[src/rtl/uart_rx_ctrl.sv]
// UART receive controller: acknowledges receiver events, buffers bytes in a FWFT FIFO, keeps sticky status.
// Optional framing-error counter is compiled in with `define UART_RX_CTRL_ERRCNT_EN.
module uart_rx_ctrl #(
  parameter int DEPTH = 8
) (
  input  logic                       i_clk,
  input  logic                       i_rst,
  input  logic [7:0]                 i_rx_data,
  input  logic                       i_rx_avail,
  input  logic                       i_rx_err,
  output logic                       o_rx_ack,
  output logic [7:0]                 o_data,
  output logic                       o_valid,
  input  logic                       i_rd,
  input  logic                       i_flush,
  input  logic                       i_clr,
  output logic [$clog2(DEPTH):0]     o_count,
  output logic                       o_overrun,
  output logic                       o_frame_err,
  output logic [7:0]                 o_err_cnt
);

  localparam int AW = $clog2(DEPTH);
  localparam logic [AW:0] FULL_CNT = (AW+1)'(DEPTH);

  typedef enum logic {IDLE, ACK} state_t;

  state_t          r_state;
  logic            r_rx_ack;
  logic [7:0]      r_mem [DEPTH];
  logic [AW-1:0]   r_wr_ptr;
  logic [AW-1:0]   r_rd_ptr;
  logic [AW:0]     r_count;
  logic            r_overrun;
  logic            r_frame_err;

  logic w_event;
  logic w_push_req;
  logic w_err_evt;
  logic w_full;
  logic w_pop;
  logic w_push;
  logic w_drop;

  // Events are only taken in IDLE, so a level flag held high yields one action.
  assign w_event    = (r_state == IDLE) && (i_rx_avail || i_rx_err);
  assign w_push_req = w_event && i_rx_avail && !i_rx_err;
  assign w_err_evt  = w_event && i_rx_err;

  // A pop frees a slot on the same edge, so a full FIFO still accepts a concurrent push.
  assign w_full = (r_count == FULL_CNT);
  assign w_pop  = i_rd && (r_count != '0) && !i_flush;
  assign w_push = w_push_req && (!w_full || w_pop) && !i_flush;
  assign w_drop = w_push_req && w_full && !w_pop && !i_flush;

  always_ff @(posedge i_clk) begin
    if (i_rst) begin
      r_state  <= IDLE;
      r_rx_ack <= 1'b0;
    end else begin
      case (r_state)
        IDLE: begin
          if (i_rx_avail || i_rx_err) begin
            r_state  <= ACK;
            r_rx_ack <= 1'b1;
          end
        end
        ACK: begin
          if (!i_rx_avail && !i_rx_err) begin
            r_state  <= IDLE;
            r_rx_ack <= 1'b0;
          end
        end
        default: begin
          r_state  <= IDLE;
          r_rx_ack <= 1'b0;
        end
      endcase
    end
  end

  // NOTE: storage has no reset; o_data is masked while empty, so stale contents never leak out.
  always_ff @(posedge i_clk) begin
    if (w_push) r_mem[r_wr_ptr] <= i_rx_data;
  end

  always_ff @(posedge i_clk) begin
    if (i_rst) begin
      r_wr_ptr <= '0;
      r_rd_ptr <= '0;
      r_count  <= '0;
    end else if (i_flush) begin
      r_rd_ptr <= r_wr_ptr;
      r_count  <= '0;
    end else begin
      if (w_push) r_wr_ptr <= r_wr_ptr + 1'b1;
      if (w_pop)  r_rd_ptr <= r_rd_ptr + 1'b1;
      case ({w_push, w_pop})
        2'b10:   r_count <= r_count + 1'b1;
        2'b01:   r_count <= r_count - 1'b1;
        default: r_count <= r_count;
      endcase
    end
  end

  // Sticky status: a set event in the same cycle as i_clr wins.
  always_ff @(posedge i_clk) begin
    if (i_rst) begin
      r_overrun   <= 1'b0;
      r_frame_err <= 1'b0;
    end else begin
      if (w_drop)      r_overrun <= 1'b1;
      else if (i_clr)  r_overrun <= 1'b0;
      if (w_err_evt)   r_frame_err <= 1'b1;
      else if (i_clr)  r_frame_err <= 1'b0;
    end
  end

`ifdef UART_RX_CTRL_ERRCNT_EN
  logic [7:0] r_err_cnt;

  always_ff @(posedge i_clk) begin
    if (i_rst) begin
      r_err_cnt <= '0;
    end else if (w_err_evt) begin
      if (i_clr)                   r_err_cnt <= 8'd1;
      else if (r_err_cnt != 8'hFF) r_err_cnt <= r_err_cnt + 8'd1;
    end else if (i_clr) begin
      r_err_cnt <= '0;
    end
  end

  assign o_err_cnt = r_err_cnt;
`else
  assign o_err_cnt = 8'd0;
`endif

  assign o_rx_ack    = r_rx_ack;
  assign o_valid     = (r_count != '0);
  assign o_data      = o_valid ? r_mem[r_rd_ptr] : 8'h00;
  assign o_count     = r_count;
  assign o_overrun   = r_overrun;
  assign o_frame_err = r_frame_err;

endmodule

[config.mk]
export PLATFORM = sky130hd
export DESIGN_NAME = uart_rx_ctrl
export DESIGN_NICKNAME = d
export VERILOG_FILES = /design/src/rtl/uart_rx_ctrl.sv
export SDC_FILE = /design/constraint.sdc
export NUM_CORES = 1
export LEC_CHECK = 0
export BUFFER_PORTS_ARGS = -buffer_cell sky130_fd_sc_hd__buf_2
export CORE_MARGIN = 2
export CORE_UTILIZATION = 60
export DETAILED_ROUTE_END_ITERATION = 10
export PLACE_DENSITY = 0.84
export SYNTH_ARGS = -nofsm -noshare
export SYNTH_HDL_FRONTEND = slang
export SYNTH_SLANG_ARGS = --single-unit
[constraint.sdc]
create_clock -name i_clk -period 4.3 [get_ports i_clk]
set_input_delay 0.215 -clock i_clk [delete_from_list [all_inputs] [get_ports i_clk]]
set_output_delay 0.215 -clock i_clk [all_outputs]
set_load 0.02 [all_outputs]
* Word-level counts from Yosys, hierarchy flattened
Memory sizes are Yosys's and may differ from the RTL's. A register that Yosys moved wholly into a read port is not among the register bits. Index checks and enable logic that the tools add are counted.
Operators by class: add/sub/neg operators 4, equality and inequality tests 5, mux-type cells 17, bitwise gates (word level) 2, reductions and logical operators 27
Operators by type and width (number):
- $logic_and A1 B1 Y1 | 12
- $mux W3 | 4
- $mux W1 | 9
- $mux W8 | 1
- $pmux W4 S2 | 1
- $reduce_bool A2 Y1 | 4
- $add A3 B1 Y3 const B | 2
- $logic_not A1 Y1 | 5
- $add A4 B1 Y4 const B | 1
- $eq A4 B4 Y1 const B | 1
- $ne A2 B1 Y1 const B | 2
- $pmux W1 S2 | 2
- $reduce_and A2 Y1 | 2
- $reduce_bool A4 Y1 | 1
- $sub A4 B1 Y4 const B | 1
- $eq A2 B1 Y1 const B | 1
- $eq A2 B2 Y1 const B | 1
- $logic_or A1 B1 Y1 | 2
- $not A1 Y1 | 2
- $reduce_or A2 Y1 | 1
Storage, ports and cells: bits in registers 14, memory bits (writable) 64, input port bits 15, output and inout bits 24, word-level logic and storage cells 63, memories 1
Memories:
- r_mem | words 8, bits a word 8, rd ports 1, clocked after memory_dff 1, wr ports 1, line 30 | logic [7:0] r_mem [DEPTH];

* Logic depth before layout (Yosys ltp)
Gate-level depths: netlist of the first run.
depth after elaboration 8, gate-level depth with buffers 10, mapped depth without buffers 9

* Worst setup path after synthesis of the first run
OpenSTA, ideal clock, no wires.
path type register to register, start reg r_count[1] (netlist: o_count[1]), end reg r_count[2] (netlist: o_count[2]), data arrival time 2.325 ns, data required time 4.224 ns, slack 1.899 ns, stages on the path, launching flop included 11, buffers on the path 1, clock period less this slack 2.401 ns, cell sequence dfxtp_1 -> buf_6 -> or3_4 -> o21ai_2 -> ha_1 -> xor2_1 -> ha_1 -> a21oi_1 -> xor2_1 -> or3_1 -> a21boi_0
On the way: cells in the longest elaborated chain, start to end 8
Ends and longest elaborated chain:
- from (decl) | line 33 | logic [AW:0] r_count;
- from (signal assigned) | line 99 | 2'b10: r_count <= r_count + 1'b1;
- from (signal assigned) | line 100 | 2'b01: r_count <= r_count - 1'b1;
- from (signal assigned) | line 101 | default: r_count <= r_count;
- $reduce_bool A4 Y1 | line 52 | assign w_pop = i_rd && (r_count != '0) && !i_flush;
- $logic_and A1 B1 Y1 (2 in series) | line 52
- $logic_or A1 B1 Y1 | line 53 | assign w_push = w_push_req && (!w_full || w_pop) && !i_flush;
- $logic_and A1 B1 Y1 (2 in series) | line 53
- $eq A2 B1 Y1 or $eq A2 B2 Y1 (tied branches) | line 98 | case ({w_push, w_pop})
- $pmux W4 S2 or $reduce_bool A2 Y1 (tied branches)
Several ways; a longest one is shown, not always the timed one. A chain may end at the register's enable or synchronous reset.

==> impl_results.md, run 1 <==
* Comb power frac at 5.5%
* Placed insts at 306
* Max Fclk at 386 MHz
* Post-synthesis area per instance at 16.0 sq um
* # nets final at 267
* Clk_skew at 6.24 ps
* Drt pass-1 iters at 4
* Final std cells w/o fill at 322
* Multi-input gate area at 1040 sq um
* Register area at 2260 sq um
* Synth Area in Compound Gates at 3.53%
* Sequential-to-total area share from yosys stat at 66.5%
* Core area at 5470 sq um
* DPL Wire Length at 3750 um
* GRT Max-Usage Layer: met2
* Met2 Resource Use GR at 33.6%
* Clock Power Share at 32.9%
* Cells after synthesis at 213
* Die Y-Extent at 79.3 um
* Antenna violations before repair at 0
* Pre-CTS setup slack at 1600 ps
* Yosys warning total at 0
* Worst-Skew Late Latency at 340 ps
* Clock Pin Slew Worst Setup and Hold Paths at 70 ps
* Simple-Gate Fraction of Synth Area at 8.17%
* Crit path launch type: flop
* Routing usage on met1 at 24.3%
* DR vias at 1,809
* Fin. max-slew vios at 0
* Switching Fraction at 20.9%
* Layout Area Growth over Synthesis at 9.50%
* Initial Util at 62.1%
* Max cap viols at 0
* Crit. End Element: output port
* Worst Path Max Fanout at 16
* Cells resized by post-CTS repair at 0
* Fin util at 68.0%
* Clk buf depth at 2
* Peak supply drop at 0.206 mV
* Post-synth ARST share at 0%
* Synth Area in Adders at 2.58%
* Fraction of layout cells with a size suffix above 1 at 25.6%
* RSZ-0062 raised after global routing: false
* Sequential power share at 61.6%
* Final Hold Viols at 0
* Largest net degree at the start of global routing at 17
* XOR/XNOR Fraction of Synth Area at 1.55%
* Antenna cells at 0
* CTS Buf Count at 9
* Critical path arrival at 2380 ps
* EDFF count, synth at 64
* # clock sinks at 81
* First-pass GRT wire length at 8940 um
* Filler instances at 368
* Ranking of synthesized cells by area: edfxtp_1, mux4_2, dfxtp_1, mux2i_1, nor2_1
* Post-route ant nets at 0
* Synth Register Bits at 81
* Slew margin rel. at 12.9%
* CTS root buffer: clkbuf_8
* P_sw at 0.000294 W
* CTS H-tree lvls at 3
* Post-DR vias/cell at 5.62
* Gpl congestion at 0.738
* Met3 Track Usage GR at 4.09%
* Power Dens Cells at 378 nW/um^2
* Cell variety after synth at 39
* Proportion of synthesized area in mux cells at 13.8%
* Commonest cells in the netlist: edfxtp_1, nor2_1, dfxtp_1
* Number of buffers added for setup after CTS at 0
* Hold_buf cts at 0
* Netlist Area Pre-Place at 3400 sq um
* Worst EP required at 4090 ps
* Largest family of logic cells by synthesized area: multiplexers
* Period minus WS final at 2590 ps
* CP Class: flop to output port
* Most numerous cell in the Yosys netlist: edfxtp_1
* PnR worst setup slack at 1710 ps
* DRT iter0 DRCs at 98
* # setup viols final at 0
* Number of global-route vias before repair at 1,844
* DR WL/cell at 17.7 um
* Die width at 79.3 um
* Yosys top cell area share at 56.5%
* Internal at 0.00111 W
* CTS tree: yes
* Die area at 6280 sq um
* Crit share post-route at 60.3%
* Largest area contributor in the netlist: edfxtp_1
* Gr usage total at 20.2%
* Leakage at 1.31 nW
* HP Class: primary input to flop
* WL final at 5700 um
* Gr ovfl total at 0
* I/O Buffers at 30
* Pin slew with the least headroom to its limit at 1300 ps
* Status: finished clean
* # DRC at 0
* Ys flop type: edfxtp_1
* Num ports at 39
* Num rows at 27
* Post-Route Setup TNS at 0 ps
-- registers in the layout (all words and copies together), names as in the netlist, named ones only --
register and cells:
o_count 4, r_mem 64, o_frame_err 1, o_overrun 1, o_rx_ack 1, r_rd_ptr 3, r_wr_ptr 3, r_state 1
-- path summary, 6_finish.rpt --
kind / from / endpoint / slack, ps / cells after the start
worst max-delay path: flop / o_data[2] / 1710 / 4
worst min-delay path: i_rx_err / o_frame_err$_SDFFE_PP0P_ / 140 / 3
worst max register to register: o_count[0]$_SDFFE_PP0P_ / o_count[2]$_SDFFE_PP0P_ / 1710 / 9
worst min register to register: o_frame_err$_SDFFE_PP0P_ / o_frame_err$_SDFFE_PP0P_ / 490 / 2
-- layer usage --
metal  routed length (um)  share of wire, %
met1                 2320                41
met2                 2880                51
met3                  307               5.4
met4                  194               3.4
met5                    0                 0
-- placed cells by master, fill, tap and decap left out, drive strengths merged --
cell type	n
a21oi	6
mux2i	11
o211ai	1
or2	2
nor4b	1
a32o	1
nor3	5
o21ai	3
xor2	4
and3	1
or3	3
a2111oi	1
xnor2	2
a211oi	1
a21boi	1
nor2	27
buf	30
conb	8
o41ai	1
inv	5
clkbuf	15
dfxtp	17
nand2	7
nand2b	4
clkinv	1
edfxtp	64
o22ai	1
nor2b	1
mux4	16
nor3b	2
o21a	1
ha	7
-- through the flow --
| step | hold slack (ps) | total power, W | area [sq um] |
|---|---|---|---|
| floorplan | 314 | 0.000942 | 3430 |
| global placement | 458 | 0.000960 | 3560 |
| detailed placement | 470 | 0.000963 | 3560 |
| CTS | 133 | 0.00142 | 3720 |
| global route | 149 | 0.00146 | 3720 |
| finish | 145 | 0.00141 | 3720 |
-- critical path, stage by stage, from the launching register on --
cell,delay [ps]
dfxtp_1,1050
mux4_2,620
mux2i_1,160
nor2_1,50
buf_2,160
-- kinds of logic after synthesis --
| family | Yosys count |
|---|---|
| AND/OR/NAND/NOR | 53 |
| buffers and inverters | 21 |
| XOR/XNOR | 6 |
| other | 1 |
| adder cells (fa/ha/maj) | 7 |
| flip-flops | 81 |
| multiplexers | 27 |
| AO/OA/AOI/OAI | 17 |
-- layout make-up --
type / instances / share of cell area, %
clock buffer: 15 / 4.20
clock inverter: 1 / 0.101
inverter: 5 / 0.571
multi-input combinational: 118 / 27.9
sequential: 81 / 60.8
tap: 72 / 2.42
timing repair buffer: 30 / 4.03
-- power groups by stage --
| stage | logic [W] | clock network [W] | registers [W] |
|---|---|---|---|
| CTS | 0.0000785 | 0.000473 | 0.000868 |
| finish | 0.0000777 | 0.000463 | 0.000867 |
| global route | 0.0000855 | 0.000504 | 0.000869 |
| global placement | 0.0000753 | 0 | 0.000884 |
| floorplan | 0.0000655 | 0 | 0.000876 |
| detailed placement | 0.0000780 | 0 | 0.000885 |
Note: power is estimated with default switching activity, not from simulation.
==> run 2, diff against run 1 <==
CORE_UTILIZATION = 52   (was 60)
PLACE_DENSITY = 0.77   (was 0.84)
clock period = 2.3 ns   (was 4.3 ns; I/O delays follow)
==> impl_results.md, run 2 (synthesized netlist as in run 1, its figures left out) <==
* Antenna violations before repair at 0
* Drt pass-1 iters at 4
* HP Class: primary input to flop
* Pin slew with the least headroom to its limit at 557 ps
* Number of buffers added for setup after CTS at 0
* Leakage at 1.43 nW
* Fin. max-slew vios at 0
* Core area at 6350 sq um
* Max cap viols at 0
* CTS root buffer: clkbuf_8
* Number of global-route vias before repair at 1,912
* Most frequent cells in the layout: edfxtp_1, buf_2, nor2_1, mux4_2, buf_4
* PnR worst setup slack at 154 ps
* Die width at 84.9 um
* Max Fclk at 466 MHz
* Largest Register: r_mem
* Fraction of layout cells with a size suffix above 1 at 34.2%
* Crit share post-route at 93.3%
* Gpl congestion at 0.794
* Commonest non-fill, non-tap cell in the layout: edfxtp_1
* Register area at 2270 sq um
* Layout Area Growth over Synthesis at 16.2%
* Post-route ant nets at 0
* Comb power frac at 6.0%
* Power Dens Cells at 733 nW/um^2
* Pre-CTS setup slack at 61.6 ps
* Initial Util at 53.5%
* Slew margin rel. at 62.8%
* DPL Wire Length at 4150 um
* Max FFs per register at 64
* Cells resized by post-CTS repair at 0
* Worst EP required at 2570 ps
* DR WL/cell at 18.6 um
* # clock sinks at 81
* CTS tree: yes
* CP Class: flop to flop
* Internal at 0.00228 W
* # setup viols final at 0
* Num rows at 29
* Die area at 7200 sq um
* RSZ-0062 raised after global routing: false
* Status: finished clean
* First-pass GRT wire length at 9950 um
* Worst Path Max Fanout at 7
* Clock Power Share at 38.6%
* Clk buf depth at 2
* Crit. End Element: flop
* Final Hold Viols at 0
* Sequential power share at 55.4%
* P_sw at 0.000613 W
* DR vias at 1,918
* CTS Buf Count at 9
* R2R Setup Slk at 150 ps
* WL final at 6390 um
* Post-DR vias/cell at 5.59
* Gr usage total at 18.8%
* Switching Fraction at 21.2%
* Largest net degree at the start of global routing at 17
* Hold_buf cts at 0
* Gr ovfl total at 0
* DRT iter0 DRCs at 100
* Clock Pin Slew Worst Setup and Hold Paths at 80 ps
* Die Y-Extent at 84.9 um
* Num ports at 39
* Critical path arrival at 2420 ps
* Antenna cells at 0
* # nets final at 283
* Period minus WS final at 2150 ps
* I/O Buffers at 30
* Peak supply drop at 0.473 mV
* CTS H-tree lvls at 3
* # DRC at 0
* Post-Route Setup TNS at 0 ps
* Multi-input gate area at 1080 sq um
* Crit path launch type: flop
* Worst-Skew Late Latency at 350 ps
* Filler instances at 450
* Clk_skew at 13.3 ps
## run 2: path summary, 6_finish.rpt
check                                           endpoint  cells past startpoint                     start
worst max register to register   o_count[2]$_SDFFE_PP0P_                      9   o_count[0]$_SDFFE_PP0P_
worst min register to register  o_frame_err$_SDFFE_PP0P_                      2  o_frame_err$_SDFFE_PP0P_
worst min-delay path            o_frame_err$_SDFFE_PP0P_                      3                  i_rx_err
worst max-delay path             o_count[2]$_SDFFE_PP0P_                      9   o_count[0]$_SDFFE_PP0P_
## run 2: area by class of cell
class / instances / area share (%)
sequential: 81 / 57.4
clock buffer: 10 / 3.23
timing repair buffer: 46 / 6.84
clock inverter: 6 / 2.28
multi-input combinational: 118 / 27.2
tap: 77 / 2.44
inverter: 5 / 0.538
## run 2: metrics by stage
stage | instance area [sq um] | hold WS, ps | utilization [%] | std cells | power (W)
2_1_floorplan | 3450 | 214 | - | 220 | 0.00176
3_3_place_gp | 3710 | 380 | 58.4 | 327 | 0.00180
3_5_place_dp | 3710 | 394 | 58.4 | 327 | 0.00181
4_1_cts | 3930 | 19.4 | 61.8 | 343 | 0.00292
5_1_grt | 3950 | 19.3 | 62.2 | 343 | 0.00300
6_report | 3950 | 37.0 | 62.2 | 343 | 0.00289
## run 2: critical path: stages (launching register included)
cell      delay [ps]
dfxtp_4          380
or3_4            400
o21ai_4          160
ha_4             180
xor2_1           140
ha_1             180
a21oi_2           40
xor2_1           150
or3_1            300
a21boi_1         130
## run 2: power groups by stage
stage                     Combinational, W  Clock [W]  Sequential, W
after floorplan                   0.000124          0        0.00164
after global placement            0.000167          0        0.00164
after detailed placement          0.000174          0        0.00164
after CTS                         0.000175    0.00114        0.00160
after global routing              0.000191    0.00120        0.00161
final                             0.000174    0.00112        0.00160
## run 2: routing by layer
layer  vias up  part of all wire [%]  track usage, %
met5         -                     0               0
met4         0                   1.3            7.79
met3         8                   4.7            3.70
met2        53                    52            31.1
met1       973                    42            24.6
li1        884                     -               -
==> run 3, diff against run 2 <==
ABC_AREA = 1   (was unset)
==> impl_results.md, run 3 <==
* Fraction of layout cells with a size suffix above 1 at 19.1%
* Largest net degree at the start of global routing at 33
* Yosys top cell area share at 55.4%
* Antenna cells at 0
* # setup viols final at 0
* Sequential-to-total area share from yosys stat at 65.2%
* Gr usage total at 19.3%
* # nets final at 394
* # clock sinks at 81
* Slew margin rel. at 55.1%
* Fin. max-slew vios at 0
* Worst path slowest cell: dfxtp_1
* Filler instances at 494
* Largest Register: r_mem
* Synth Register Bits at 81
* Post-route ant nets at 0
* Layout Area Growth over Synthesis at 13.9%
* Gpl congestion at 0.798
* WP buf/inv at 1
* Max Fclk at 479 MHz
* Drt pass-1 iters at 4
* Most frequent cells in the layout: nor2_1, edfxtp_1, nand2_1, o21ai_0, buf_2
* Gr ovfl total at 0
* Cell mode on critical path: nor2_1
* I/O Buffers at 30
* Die Y-Extent at 85.7 um
* Yosys warning total at 0
* Clk_skew at 4.87 ps
* Num ports at 39
* Ranking of synthesized cells by area: edfxtp_1, dfxtp_1, nor2_1, o21ai_0, nand2_1
* RSZ-0062 raised after global routing: false
* DR vias at 2,430
* Crit path launch type: flop
* Post-Route Setup TNS at 0 ps
* Status: finished clean
* Core area at 6390 sq um
* Number of buffers added for setup after CTS at 0
* Worst-path cell chain: nor3_4 -> nand2_4 -> nand2_2 -> nor2_1 -> ha_1 -> nor2_1 -> nor2_1 -> ha_1 -> a21oi_1 -> xnor2_1 -> o21ai_0 -> inv_1
* Critical path arrival at 2320 ps
* DR WL/cell at 14.7 um
* CTS tree: yes
* Pin slew with the least headroom to its limit at 672 ps
* Post-synth ARST share at 0%
* CP Class: flop to flop
* Worst EP required at 2540 ps
* Final Hold Viols at 0
* Leakage at 1.53 nW
* Post-synthesis area per instance at 10.8 sq um
* Initial Util at 54.3%
* Crit path max-delay family: simple AND/OR/NAND/NOR gates
* DRT iter0 DRCs at 139
* Num rows at 29
* First-pass GRT wire length at 10,700 um
* Fin util at 61.9%
* Crit share post-route at 90.8%
* Min-delay src: i_clr
* CTS Buf Count at 9
* DPL Wire Length at 4610 um
* # DRC at 0
* Commonest cells in the netlist: nor2_1, edfxtp_1, nand2_1
* Cell variety after synth at 25
* Most numerous cell in the Yosys netlist: nor2_1
* Commonest non-fill, non-tap cell in the layout: nor2_1
* CTS root buffer: clkbuf_8
* Max cap viols at 0
* Largest area contributor in the netlist: edfxtp_1
* Antenna violations before repair at 0
* Peak supply drop at 0.625 mV
* Die area at 7340 sq um
* HP Class: primary input to flop
* Clk buf depth at 2
* Worst Path Max Fanout at 10
* Period minus WS final at 2090 ps
* Cells after synthesis at 322
* WP depth at 12
* Max FFs per register at 64
* Worst-Skew Late Latency at 340 ps
* CTS H-tree lvls at 3
* EDFF count, synth at 64
* Worst hold path stage count at 4
* Clock Pin Slew Worst Setup and Hold Paths at 70 ps
* Cells resized by post-CTS repair at 0
* Worst reg2reg path depth at 12
* Slowest stage delay, CP at 380 ps
* Number of global-route vias before repair at 2,247
* Ys flop type: edfxtp_1
* Power Dens Cells at 685 nW/um^2
* WL final at 6670 um
* RR Startpoint: o_count[1]$_SDFFE_PP0P_
* Die width at 85.7 um
* Hold_buf cts at 0
* Crit. End Element: flop
* Netlist Area Pre-Place at 3470 sq um
* Critical Path Source: o_count[1]$_SDFFE_PP0P_
* Post-DR vias/cell at 5.35
-- run 3: metrics by stage --
| stage | cell area, sq um | worst slack (ps) | total power, W | hold slack (ps) | instances |
|---|---|---|---|---|---|
| final | 3950 | 211 | 0.00271 | 35.7 | 454 |
| after global routing | 3950 | 13.4 | 0.00282 | 24.4 | 454 |
| after CTS | 3940 | 171 | 0.00272 | 19.4 | 453 |
| after detailed placement | 3780 | 181 | 0.00187 | 384 | 437 |
| after global placement | 3780 | 296 | 0.00186 | 378 | 437 |
| after floorplan | 3500 | 271 | 0.00180 | 214 | 329 |
-- run 3: worst paths after layout --
check	endpoint	slack, ps
setup / recovery	o_count[2]$_SDFFE_PP0P_	210
setup reg to reg	o_count[2]$_SDFFE_PP0P_	210
hold / removal	o_overrun$_SDFFE_PP0P_	40
hold reg to reg	o_overrun$_SDFFE_PP0P_	470
-- run 3: layout make-up --
class	instances	area [sq um]	area share [%]
clock buffers	11	131	3.32
clock inverters	5	31.3	0.792
inverters	17	63.8	1.61
multi-input cells	212	1060	26.8
flip-flops and latches	81	2260	57.3
well taps	77	96.3	2.44
repair buffers	51	308	7.79
-- run 3: kinds of logic (layout without fill, tap and decap cells) --
family	count (synthesis)	after routing	share of synthesized area (%)
XOR/XNOR	5	5	1.26
AO/OA/AOI/OAI	67	67	10.6
adder cells (fa/ha/maj)	7	7	2.52
other	1	8	0.108
AND/OR/NAND/NOR	125	125	15.2
flip-flops	81	81	65.2
buffers and inverters	36	84	5.05
-- run 3: where the power goes --
part / leakage [nW] / internal [W] / switching [W]
combinational: 0.744 / 0.0000746 / 0.000157
sequential: 0.714 / 0.00159 / 0.0000138
clock: 0.0750 / 0.000389 / 0.000478
-- run 3: worst min-delay path, cell delays in order --
cell and delay, ps:
buf_2 70, inv_1 40, nand2_1 50, a21oi_1 50
-- run 3: routing by layer --
layer	GRT usage, %	routed length [um]
met2	31.3	3180
met5	0	0
met4	5.92	77
met3	5.29	440
met1	25.7	2970
